## src/rtl/alu_arbiter.sv

```systemverilog
// alu_arbiter: shares one combinational ALU between two requesters, registers
// the operands toward the ALU, captures the result, computes Z/N/C/V flags and
// returns result + flags over a per-requester valid/ready response channel.
module alu_arbiter #(
  parameter int DATA_W     = 8,
  parameter int OP_W       = 4,
  parameter int FIXED_PRIO = 0
) (
  input  logic                  clk,
  input  logic                  rst_n,
  input  logic [1:0]            req_valid,
  output logic [1:0]            req_ready,
  input  logic [2*DATA_W-1:0]   req_a,
  input  logic [2*DATA_W-1:0]   req_b,
  input  logic [2*OP_W-1:0]     req_op,
  output logic [1:0]            resp_valid,
  input  logic [1:0]            resp_ready,
  output logic [DATA_W-1:0]     resp_c,
  output logic [7:0]            resp_flags,
  output logic [DATA_W-1:0]     alu_a,
  output logic [DATA_W-1:0]     alu_b,
  output logic [OP_W-1:0]       alu_op,
  input  logic [DATA_W-1:0]     alu_c
);

  localparam logic [OP_W-1:0] OP_ADD = OP_W'(6);
  localparam logic [OP_W-1:0] OP_SUB = OP_W'(7);
  localparam logic [OP_W-1:0] OP_INC = OP_W'(10);
  localparam logic [OP_W-1:0] OP_DEC = OP_W'(11);

  typedef enum logic [1:0] {
    IDLE = 2'd0,
    EXEC = 2'd1,
    RESP = 2'd2
  } state_t;

  state_t              state;
  state_t              state_nxt;
  logic                rr_ptr;
  logic                gnt;
  logic                sel;
  logic                accept;
  logic                done;
  logic [DATA_W-1:0]   sel_a;
  logic [DATA_W-1:0]   sel_b;
  logic [OP_W-1:0]     sel_op;
  logic                flag_z;
  logic                flag_n;
  logic                flag_c;
  logic                flag_v;

  // Grant selection among valid requesters, re-evaluated every cycle.
  always_comb begin
    sel = 1'b0;
    case (req_valid)
      2'b01:   sel = 1'b0;
      2'b10:   sel = 1'b1;
      2'b11:   sel = (FIXED_PRIO != 0) ? 1'b0 : rr_ptr;
      default: sel = 1'b0;
    endcase
    sel_a  = sel ? req_a[2*DATA_W-1:DATA_W] : req_a[DATA_W-1:0];
    sel_b  = sel ? req_b[2*DATA_W-1:DATA_W] : req_b[DATA_W-1:0];
    sel_op = sel ? req_op[2*OP_W-1:OP_W]    : req_op[OP_W-1:0];
  end

  // Next-state logic plus handshake outputs.
  always_comb begin
    state_nxt  = state;
    req_ready  = '0;
    resp_valid = '0;
    accept     = 1'b0;
    done       = 1'b0;
    case (state)
      IDLE: begin
        if (rst_n && (|req_valid)) begin
          req_ready = sel ? 2'b10 : 2'b01;
          accept    = 1'b1;
          state_nxt = EXEC;
        end
      end
      EXEC: state_nxt = RESP;
      RESP: begin
        resp_valid = gnt ? 2'b10 : 2'b01;
        if (resp_ready[gnt]) begin
          done      = 1'b1;
          state_nxt = IDLE;
        end
      end
      default: state_nxt = IDLE;
    endcase
  end

  // Flags from the latched operands and the ALU result of this cycle.
  always_comb begin
    flag_z = (alu_c == '0);
    flag_n = alu_c[DATA_W-1];
    flag_c = 1'b0;
    flag_v = 1'b0;
    case (alu_op)
      OP_ADD: begin
        // a + b carries out exactly when a exceeds the complement of b.
        flag_c = (alu_a > ~alu_b);
        flag_v = (alu_a[DATA_W-1] == alu_b[DATA_W-1]) && (alu_c[DATA_W-1] != alu_a[DATA_W-1]);
      end
      OP_SUB: begin
        flag_c = (alu_a < alu_b);
        flag_v = (alu_a[DATA_W-1] != alu_b[DATA_W-1]) && (alu_c[DATA_W-1] != alu_a[DATA_W-1]);
      end
      OP_INC: begin
        flag_c = (alu_a == '1);
        flag_v = (alu_a == {1'b0, {(DATA_W-1){1'b1}}});
      end
      OP_DEC: begin
        flag_c = (alu_a == '0);
        flag_v = (alu_a == {1'b1, {(DATA_W-1){1'b0}}});
      end
      default: begin
        flag_c = 1'b0;
        flag_v = 1'b0;
      end
    endcase
  end

  // FSM state register.
  always_ff @(posedge clk) begin
    if (!rst_n) state <= IDLE;
    else        state <= state_nxt;
  end

  // Operand latch, result/flag capture and round-robin pointer.
  always_ff @(posedge clk) begin
    if (!rst_n) begin
      rr_ptr     <= 1'b0;
      gnt        <= 1'b0;
      alu_a      <= '0;
      alu_b      <= '0;
      alu_op     <= '0;
      resp_c     <= '0;
      resp_flags <= '0;
    end else begin
      if (accept) begin
        gnt    <= sel;
        alu_a  <= sel_a;
        alu_b  <= sel_b;
        alu_op <= sel_op;
      end
      if (state == EXEC) begin
        resp_c     <= alu_c;
        resp_flags <= {4'b0000, flag_v, flag_c, flag_n, flag_z};
      end
      if (done) rr_ptr <= ~gnt;
    end
  end

endmodule

```

## config.mk

```make
export PLATFORM = sky130hd
export DESIGN_NAME = alu_arbiter
export DESIGN_NICKNAME = d
export VERILOG_FILES = /design/src/rtl/alu_arbiter.sv
export SDC_FILE = /design/constraint.sdc
export NUM_CORES = 1
export LEC_CHECK = 0
export BUFFER_PORTS_ARGS = -buffer_cell sky130_fd_sc_hd__buf_2
export CORE_ASPECT_RATIO = 1.5
export CORE_MARGIN = 5
export CORE_UTILIZATION = 28
export DETAILED_ROUTE_END_ITERATION = 12
export GPL_TIMING_DRIVEN = 1
export HOLD_SLACK_MARGIN = 0.02
export SKIP_CTS_REPAIR_TIMING = 1
export SYNTH_ARGS = -nofsm -noshare
export SYNTH_HDL_FRONTEND = slang
export SYNTH_SLANG_ARGS = --single-unit
```

## constraint.sdc

```tcl
create_clock -name clk -period 3.1 [get_ports clk]
set_clock_uncertainty 0.05 [all_clocks]
set_input_delay 0.31 -clock clk [delete_from_list [all_inputs] [get_ports clk]]
set_output_delay 0.31 -clock clk [all_outputs]
set_load 0.005 [all_outputs]
```

* After elaboration in Yosys (flattened, before gate mapping)
Cells that the tools add are included.
Word-level totals: bits in registers 36, input bits 54, output and inout bits 40, word-level logic and storage cells 57
Cells by class: $lt $le $gt $ge 3, equal/unequal tests 16, multiplexer cells 20, bitwise gates (word level) 2, reductions and logical operators 8
Operators by type and width (number):
- 8-bit == test, second input constant | 2
- 8-bit logical NOT | 2
- 8-bit two-way mux | 2
- 2-bit two-way mux | 7
- 4-bit by 3-bit == test with 1-bit output, second input constant | 2
- 4-bit == test, second input constant | 2
- 8-bit by 7-bit == test with 1-bit output, second input constant | 1
- 8-bit greater-than comparator | 1
- 8-bit less-than comparator | 1
- 8-bit inverter | 1
- 1-bit one-hot mux with 4 select lines | 2
- 2-bit == test, second input constant | 3
- 1-bit two-way mux | 6
- 2-bit one-hot mux with 3 select lines | 1
- 4-bit two-way mux | 1
- 2-bit inequality test, second input constant | 2
- 1-bit logical AND | 3
- 2-bit by 1-bit == test with 1-bit output, second input constant | 1
- 2-bit logical NOT | 1
- 1-bit by 2-bit less-than comparator with 1-bit output, second input constant | 1
- 1-bit inequality test | 2
- 1-bit one-hot mux with 2 select lines | 1
- 2-bit AND reduction | 1
- 2-bit OR reduction | 1
- 2 further kinds | 2

* Logic depth before layout (Yosys ltp)
Gate-level depths: netlist of run 1.
word-level depth 5, depth in mapped cells 7, mapped depth without buffers 7

* Worst setup path before layout of run 1
No wires, ideal clock.
path type flip-flop to flip-flop, from register alu_b[3], to register resp_flags[2], data arrival time 1604 ps, data required time 2929 ps, slack 1325 ps, stages on the path, launching flop included 7, path buffers 0, clock period less this slack 1775 ps, cells stage by stage dfxtp_1 -> inv_1 -> ha_1 -> nor4b_2 -> a31oi_1 -> a221oi_2 -> a21oi_2
On the way: cells in the longest elaborated chain, start to end 3
RTL lines:
- start, declared | RTL line 21 | output logic [DATA_W-1:0] alu_b,
- start signal, assigned | RTL line 144 | alu_b <= sel_b;
- 8-bit inverter | RTL line 102 | flag_c = (alu_a > ~alu_b);
- 8-bit greater-than comparator | RTL line 102
- 1-bit one-hot mux with 4 select lines (*) | RTL line 99 | case (alu_op)
- end signal, assigned | RTL line 149 | resp_flags <= {4'b0000, flag_v, flag_c, flag_n, flag_z};
- end, declared | RTL line 19 | output logic [7:0] resp_flags,
Every way passes the cells marked *; elsewhere a longest branch is shown, timed or not. A chain may end at the register's enable or synchronous reset.

* Final worst setup path of run 1
from register alu_a[7], to register resp_flags[2]
On the way: cells in the longest elaborated chain, start to end 2
RTL lines:
- start, declared | RTL line 20 | output logic [DATA_W-1:0] alu_a,
- start signal, assigned | RTL line 143 | alu_a <= sel_a;
- 8-bit less-than comparator (tied with other cells) | RTL line 106 | flag_c = (alu_a < alu_b);
- 1-bit one-hot mux with 4 select lines (*) | RTL line 99
Marks and branches as above.

==> flow_summary.ini, run 1 <==
[status]
status = finished clean

[route]
routedWlPerCell_um = 13.2
wl_um = 5620
postRouteAntennaNets = 0
drc = 0
via_per_inst = 4.61
vias = 1960
drt_iter0_drc = 34
drtPass1Iterations = 4

[yosys]
synth_edf_count = 0
synth-async-reset-ratio_pct = 0
synth_cell_type_count = 41
synthesis.area_um2 = 2160
ys_warn_count = 0
synth_seq_cells = 35
syn_inst = 237
ys_seq_area_share_pct = 32.4
ys.flop_type = dfxtp_1
syn_avg_cell_area_um2 = 9.13

[sta]
max_freq_mhz = 506
setup_tns_ns = 0
worst_pin_slew_ns = 0.518
setup_violations = 0
hold_viol_final = 0
rsz0062_at_grt = false
min_period_ns = 1.98
fin_crit_sh_pct = 63.7
maxSlewHeadroom_pct = 65.4
drv_slew = 0
setup_slack_ns = 1.12

[grt]
grtUsageTotal_pct = 12.2
grt_max_degree = 36
first_global_vias = 1977
grt_pass1_wl_um = 9110
overflow = 0
antenna_found_initial = 0

[die]
pin_count = 94
die_area_um2 = 9620
core_um2 = 7560
row_count = 39
die-height_um = 118
initial_core_util_pct = 28.6
die_w_um = 81.8

[clock_network]
cts_sinks = 35
htreeDepth = 2
cts_buffers = 5
cts-root-buf = clkbuf_16
cts_tree = done
path_clk_slew_ns = 0.05
cts_buffer_depth = 2
clk_latency_ns = 0.27

[power]
ir_worst_vdd_mv = 0.317
p_seq_share_pct = 39.7
p_per_area_nw_per_um2 = 479
swShare_pct = 27.7
power.share.clock_pct = 38.5
p_comb_share_pct = 21.8
power_switching_mw = 0.374
cellLeakagePower_nw = 1.58
p_int_mw = 0.976

[setup_path]
startpoint_type = flop
critPathMaxFanout = 9
end_kind = flop
arrival_ns = 2.14
cp.required_ns = 3.26
path_class = flop to flop

[run]
cap_violations = 0

[cells_and_area]
drive_gt1_share_pct = 33.7
finish.utilization_pct = 37.3
diodes = 0
nNetsFinal = 392
area_delta_synth_final_pct = 30.4

[placed_design]
dp_hpwl_um = 4320
place_congestion = 0.918
pre_cts_ws_ns = 1.16
portBuffers = 89

[hold_path]
hold_path.class = primary input to flop
==> flip-flops by register name, summed over array words and instances (netlist names) <==
signal      count
state           2
rr_ptr          1
resp_flags      4
gnt             1
alu_op          4
resp_c          7
alu_a           8
alu_b           8
==> logic make-up after synthesis <==
logic type	count (synthesis)	share of synthesized area, %
flops	35	32.4
other cells	1	0.173
compound gates	53	20.8
simple gates	79	19.7
fa+ha+maj	16	9.25
mux	21	9.72
xor+xnor	2	0.810
buf+inv	30	7.17
==> cell usage after synthesis, drive strengths merged, types with 4 or more instances <==
master | n | area share, %
dfxtp | 35 | 32
nand3b | 4 | 2.0
o211a | 20 | 9.3
ha | 16 | 9.3
inv | 13 | 2.3
nor2b | 6 | 1.7
a21oi | 11 | 2.7
buf | 14 | 4.3
mux2i | 21 | 9.7
a21boi | 9 | 3.1
o21ai | 5 | 1.3
nor2 | 5 | 0.87
nand3 | 4 | 0.93
nand2 | 42 | 7.3
==> cell usage in the layout (no fill, tap or decap), types with 4 or more instances in the layout <==
cell type  netlist  routed
nor2b_1          6       6
nand2_1         42      42
mux2i_1         21      21
o21ai_0          4       4
dfxtp_1         35      35
clkbuf_16        0       5
nand3_1          4       4
nor2_1           5       5
a21oi_1         10      10
o211a_1         20      20
buf_2            6      89
ha_1            16      16
inv_1           13      13
conb_1           1       4
a21boi_0         9       9
==> worst max-delay path, stage by stage (launching register included) <==
cell and delay (ns):
dfxtp_1 0.48, ha_1 0.35, nor3_1 0.36, nand2_1 0.15, a2111oi_4 0.31, a221oi_2 0.07
a21oi_2 0.14
==> layer usage <==
layer  vias to the layer above  global-route usage [%]  routed length, um
met5                         -                       0                  0
met4                         0                    4.37                 87
met3                         6                    2.83                384
met2                        65                    22.6               2930
met1                       896                    12.8               2230
li1                        993                       -                  -
==> power groups by stage <==
stage | registers [mW] | clock network [mW] | logic, mW
after floorplan | 0.539 | 0 | 0.195
after global placement | 0.544 | 0 | 0.297
after detailed placement | 0.546 | 0 | 0.300
after CTS | 0.537 | 0.541 | 0.301
after global routing | 0.545 | 0.565 | 0.334
final | 0.536 | 0.520 | 0.294
==> through the flow <==
step / area, um2 / instances / hold slack, ns / power [mW]
detailed placement: 2660 / 417 / 0.403 / 0.846
CTS: 2820 / 425 / 0.239 / 1.38
finish: 2820 / 425 / 0.246 / 1.35
global route: 2820 / 425 / 0.254 / 1.44
floorplan: 2170 / 240 / 0.405 / 0.734
global placement: 2660 / 417 / 0.399 / 0.840
==> layout make-up <==
type,instances,area [um2]
clock buffer,8,156
fill,788,4740
inverter,13,48.8
multi-input combinational,175,1320
tap,102,128
sequential,35,701
timing repair buffer,92,468
==> path summary, 6_finish.rpt <==
check / from / endpoint / slack [ns] / cells past startpoint
setup / recovery: alu_a[7] / resp_flags[2] / 1.12 / 6
hold / removal: alu_c[1] / resp_c[1] / 0.25 / 3
setup reg to reg: alu_a[7] / resp_flags[2] / 1.12 / 6
hold reg to reg: resp_c[5] / resp_c[5] / 0.41 / 2
Note: power is estimated with default switching activity, not from simulation.
==> run 2: changes to the inputs <==
--- a/config.mk
+++ b/config.mk
@@ -5,6 +5,7 @@
 export SDC_FILE = /design/constraint.sdc
 export NUM_CORES = 1
 export LEC_CHECK = 0
+export ABC_AREA = 1
 export BUFFER_PORTS_ARGS = -buffer_cell sky130_fd_sc_hd__buf_2
 export CORE_ASPECT_RATIO = 1.5
 export CORE_MARGIN = 5
==> constraint.sdc (replaced) <==
create_clock -name clk -period 1.94 [get_ports clk]
set_clock_uncertainty 0.05 [all_clocks]
set_input_delay 0.194 -clock clk [delete_from_list [all_inputs] [get_ports clk]]
set_output_delay 0.194 -clock clk [all_outputs]
set_load 0.005 [all_outputs]
==> run 2 against run 1 <==
  * First-iteration DRC count grew 44%
  * Critical path depth is the same
  * Routed wire length grew 5.2%
  * Register-to-register slack lost 0.88 ns
  * Non-clock buffer count grew 5
  * Combinational power grew 37%
  * Via count grew 9.5%
  * Critical path type is now flop to output port
  * Critical endpoint is now req_ready[1]
==> flow_summary.ini, run 2 <==
[yosys]
yosysMostFrequentCell = nand2_1
syn_inst = 291
ys_seq_area_share_pct = 34.8
ys.flop_type = dfxtp_1
synth.area.top_cells = dfxtp_1, nand2_1, ha_1
synth_top_cell_area_share_pct = 34.8
synth_common_cells = nand2_1, nor2_1, dfxtp_1
synth_seq_cells = 35
synth_cell_type_count = 29
synthesis.area_um2 = 2010
yosysTopAreaCell = dfxtp_1
syn_avg_cell_area_um2 = 6.92
synth_edf_count = 0
ys_warn_count = 0
synth-async-reset-ratio_pct = 0

[status]
status = finished clean

[hold_path]
hp-start = req_op[0]
hold_end = alu_op[0]
hold_path.class = primary input to flop
min_path_cells = 3

[clock_network]
htreeDepth = 2
cts_sinks = 35
cts_buffers = 5
clk_latency_ns = 0.28
cts_buffer_depth = 2
path_clk_slew_ns = 0.07
cts-root-buf = clkbuf_8
cts_tree = done

[cells_and_area]
finish.utilization_pct = 37.1
area_delta_synth_final_pct = 31.3
drive_gt1_share_pct = 28.2
stdcell_count = 463
largest_registers = alu_a (8), alu_b (8), resp_c (7)
final_cell_mix = nand2_1, buf_2, nor2_1
diodes = 0
final_area_um2 = 2640
nNetsFinal = 452
final_common_cell = nand2_1

[sta]
drv_slew = 0
max_freq_mhz = 555
hold_viol_final = 0
setup_tns_ns = 0
min_period_ns = 1.80
rsz0062_at_grt = false
setup_violations = 0
fin_crit_sh_pct = 92.8
whs_ns = 0.116

[placed_design]
dp_hpwl_um = 4800
place_congestion = 0.751
placedCellCount = 455
portBuffers = 89
placed_cell_area_um2 = 2540

[die]
pin_count = 94
die_w_um = 79.2
die-height_um = 114
die_area_um2 = 9020
core_um2 = 7130
initial_core_util_pct = 28.2
row_count = 38

[route]
routedWlPerCell_um = 12.8
drt_iter0_drc = 49
vias = 2146
via_per_inst = 4.63
postRouteAntennaNets = 0
drc = 0
wl_um = 5910
drtPass1Iterations = 4

[setup_path]
path_class = flop to output port
worst_path_largest_cell_delay_ns = 0.35
startpoint_type = flop
reg2reg_slack_ns = 0.24
end_kind = output port
arrival_ns = 1.56
path_buf_inv = 3
path_cells = nor2_1 > inv_1 > or2_1 > nor2_4 > buf_12 > buf_2
rr_endpoint = resp_flags[2]
cp.required_ns = 1.70
rr_startpoint = alu_b[6]
r2r_cells = 10
crit_family = simple AND/OR/NAND/NOR gates
crit_path_top_delay_cell = or2_1
critPathMaxFanout = 19

[grt]
overflow = 0
grt_max_degree = 25
antenna_found_initial = 0
grtUsageTotal_pct = 13.6
first_global_vias = 2090
grt_pass1_wl_um = 9600

[power]
p_per_area_nw_per_um2 = 682
swShare_pct = 28.9
p_int_mw = 1.28
power_switching_mw = 0.520
cellLeakagePower_nw = 1.27
power.share.clock_pct = 31.8
ir_worst_vdd_mv = 0.376
p_comb_share_pct = 22.3
p_seq_share_pct = 45.8

[run]
cap_violations = 0
-- run 2: cell types whose count changed after synthesis, sizes merged, moves of 8 or more --
cell,delta
nand2,+48
nor2,+33
mux2i,-21
a31oi,+20
o211a,-20
inv,+12
a21boi,-9
o21ai,+8
-- run 2: how the worst max path moves through the flow --
stage / startpoint / end / cells after the start
after CTS: state[0] / req_ready[1] / 6
after floorplan: alu_a[7] / resp_flags[2] / 9
after global routing: alu_b[7] / resp_flags[2] / 11
final: state[0] / req_ready[1] / 6
after detailed placement: alu_b[7] / resp_flags[2] / 10
after global placement: alu_b[7] / resp_flags[2] / 10
-- run 2: metrics by stage --
stage	setup slack (ns)	power [mW]
finish	0.139	1.80
global route	0.00832	1.93
CTS	0.123	1.83
detailed placement	0.186	1.25
global placement	0.223	1.24
floorplan	0.412	1.07
-- run 2: layer usage --
| metal | global-route usage, % | share of wire (%) | vias up |
|---|---|---|---|
| met5 | 0 | 0 | - |
| met4 | 3.78 | 1.2 | 0 |
| met3 | 3.40 | 6.6 | 6 |
| met2 | 25.4 | 53 | 62 |
| met1 | 14.9 | 39 | 966 |
| li1 | - | - | 1112 |
-- run 2: final cells by class --
type	count	area [um2]
inverters	27	101
flip-flops and latches	35	702
well taps	80	100
clock buffers	8	100
multi-input cells	216	1110
repair buffers	97	531
fillers	790	4490
-- run 2: power by group through the flow --
stage	combinational, mW	sequential (mW)	clock, mW
finish	0.402	0.826	0.573
global route	0.461	0.836	0.629
CTS	0.411	0.826	0.593
detailed placement	0.409	0.843	0
global placement	0.402	0.842	0
floorplan	0.236	0.839	0
-- run 2: cells by family after synthesis --
logic type                 share of synthesized area, %
AOI/OAI and AO/OA                                  14.9
buffers and inverters                              10.7
and+or+nand+nor                                    28.7
DFF                                                34.8
adders and majority gates                          9.94
xor gates and xnor gates                          0.870
other                                             0.186
-- run 2: worst register-to-register path: cells and delay by family, from the launching register on --
family	cells	cell delay [ns]
AND/OR/NAND/NOR	6	0.59
AO/OA/AOI/OAI	2	0.15
flip-flops	1	0.42
buffers and inverters	1	0.07
adder cells (fa/ha/maj)	1	0.30
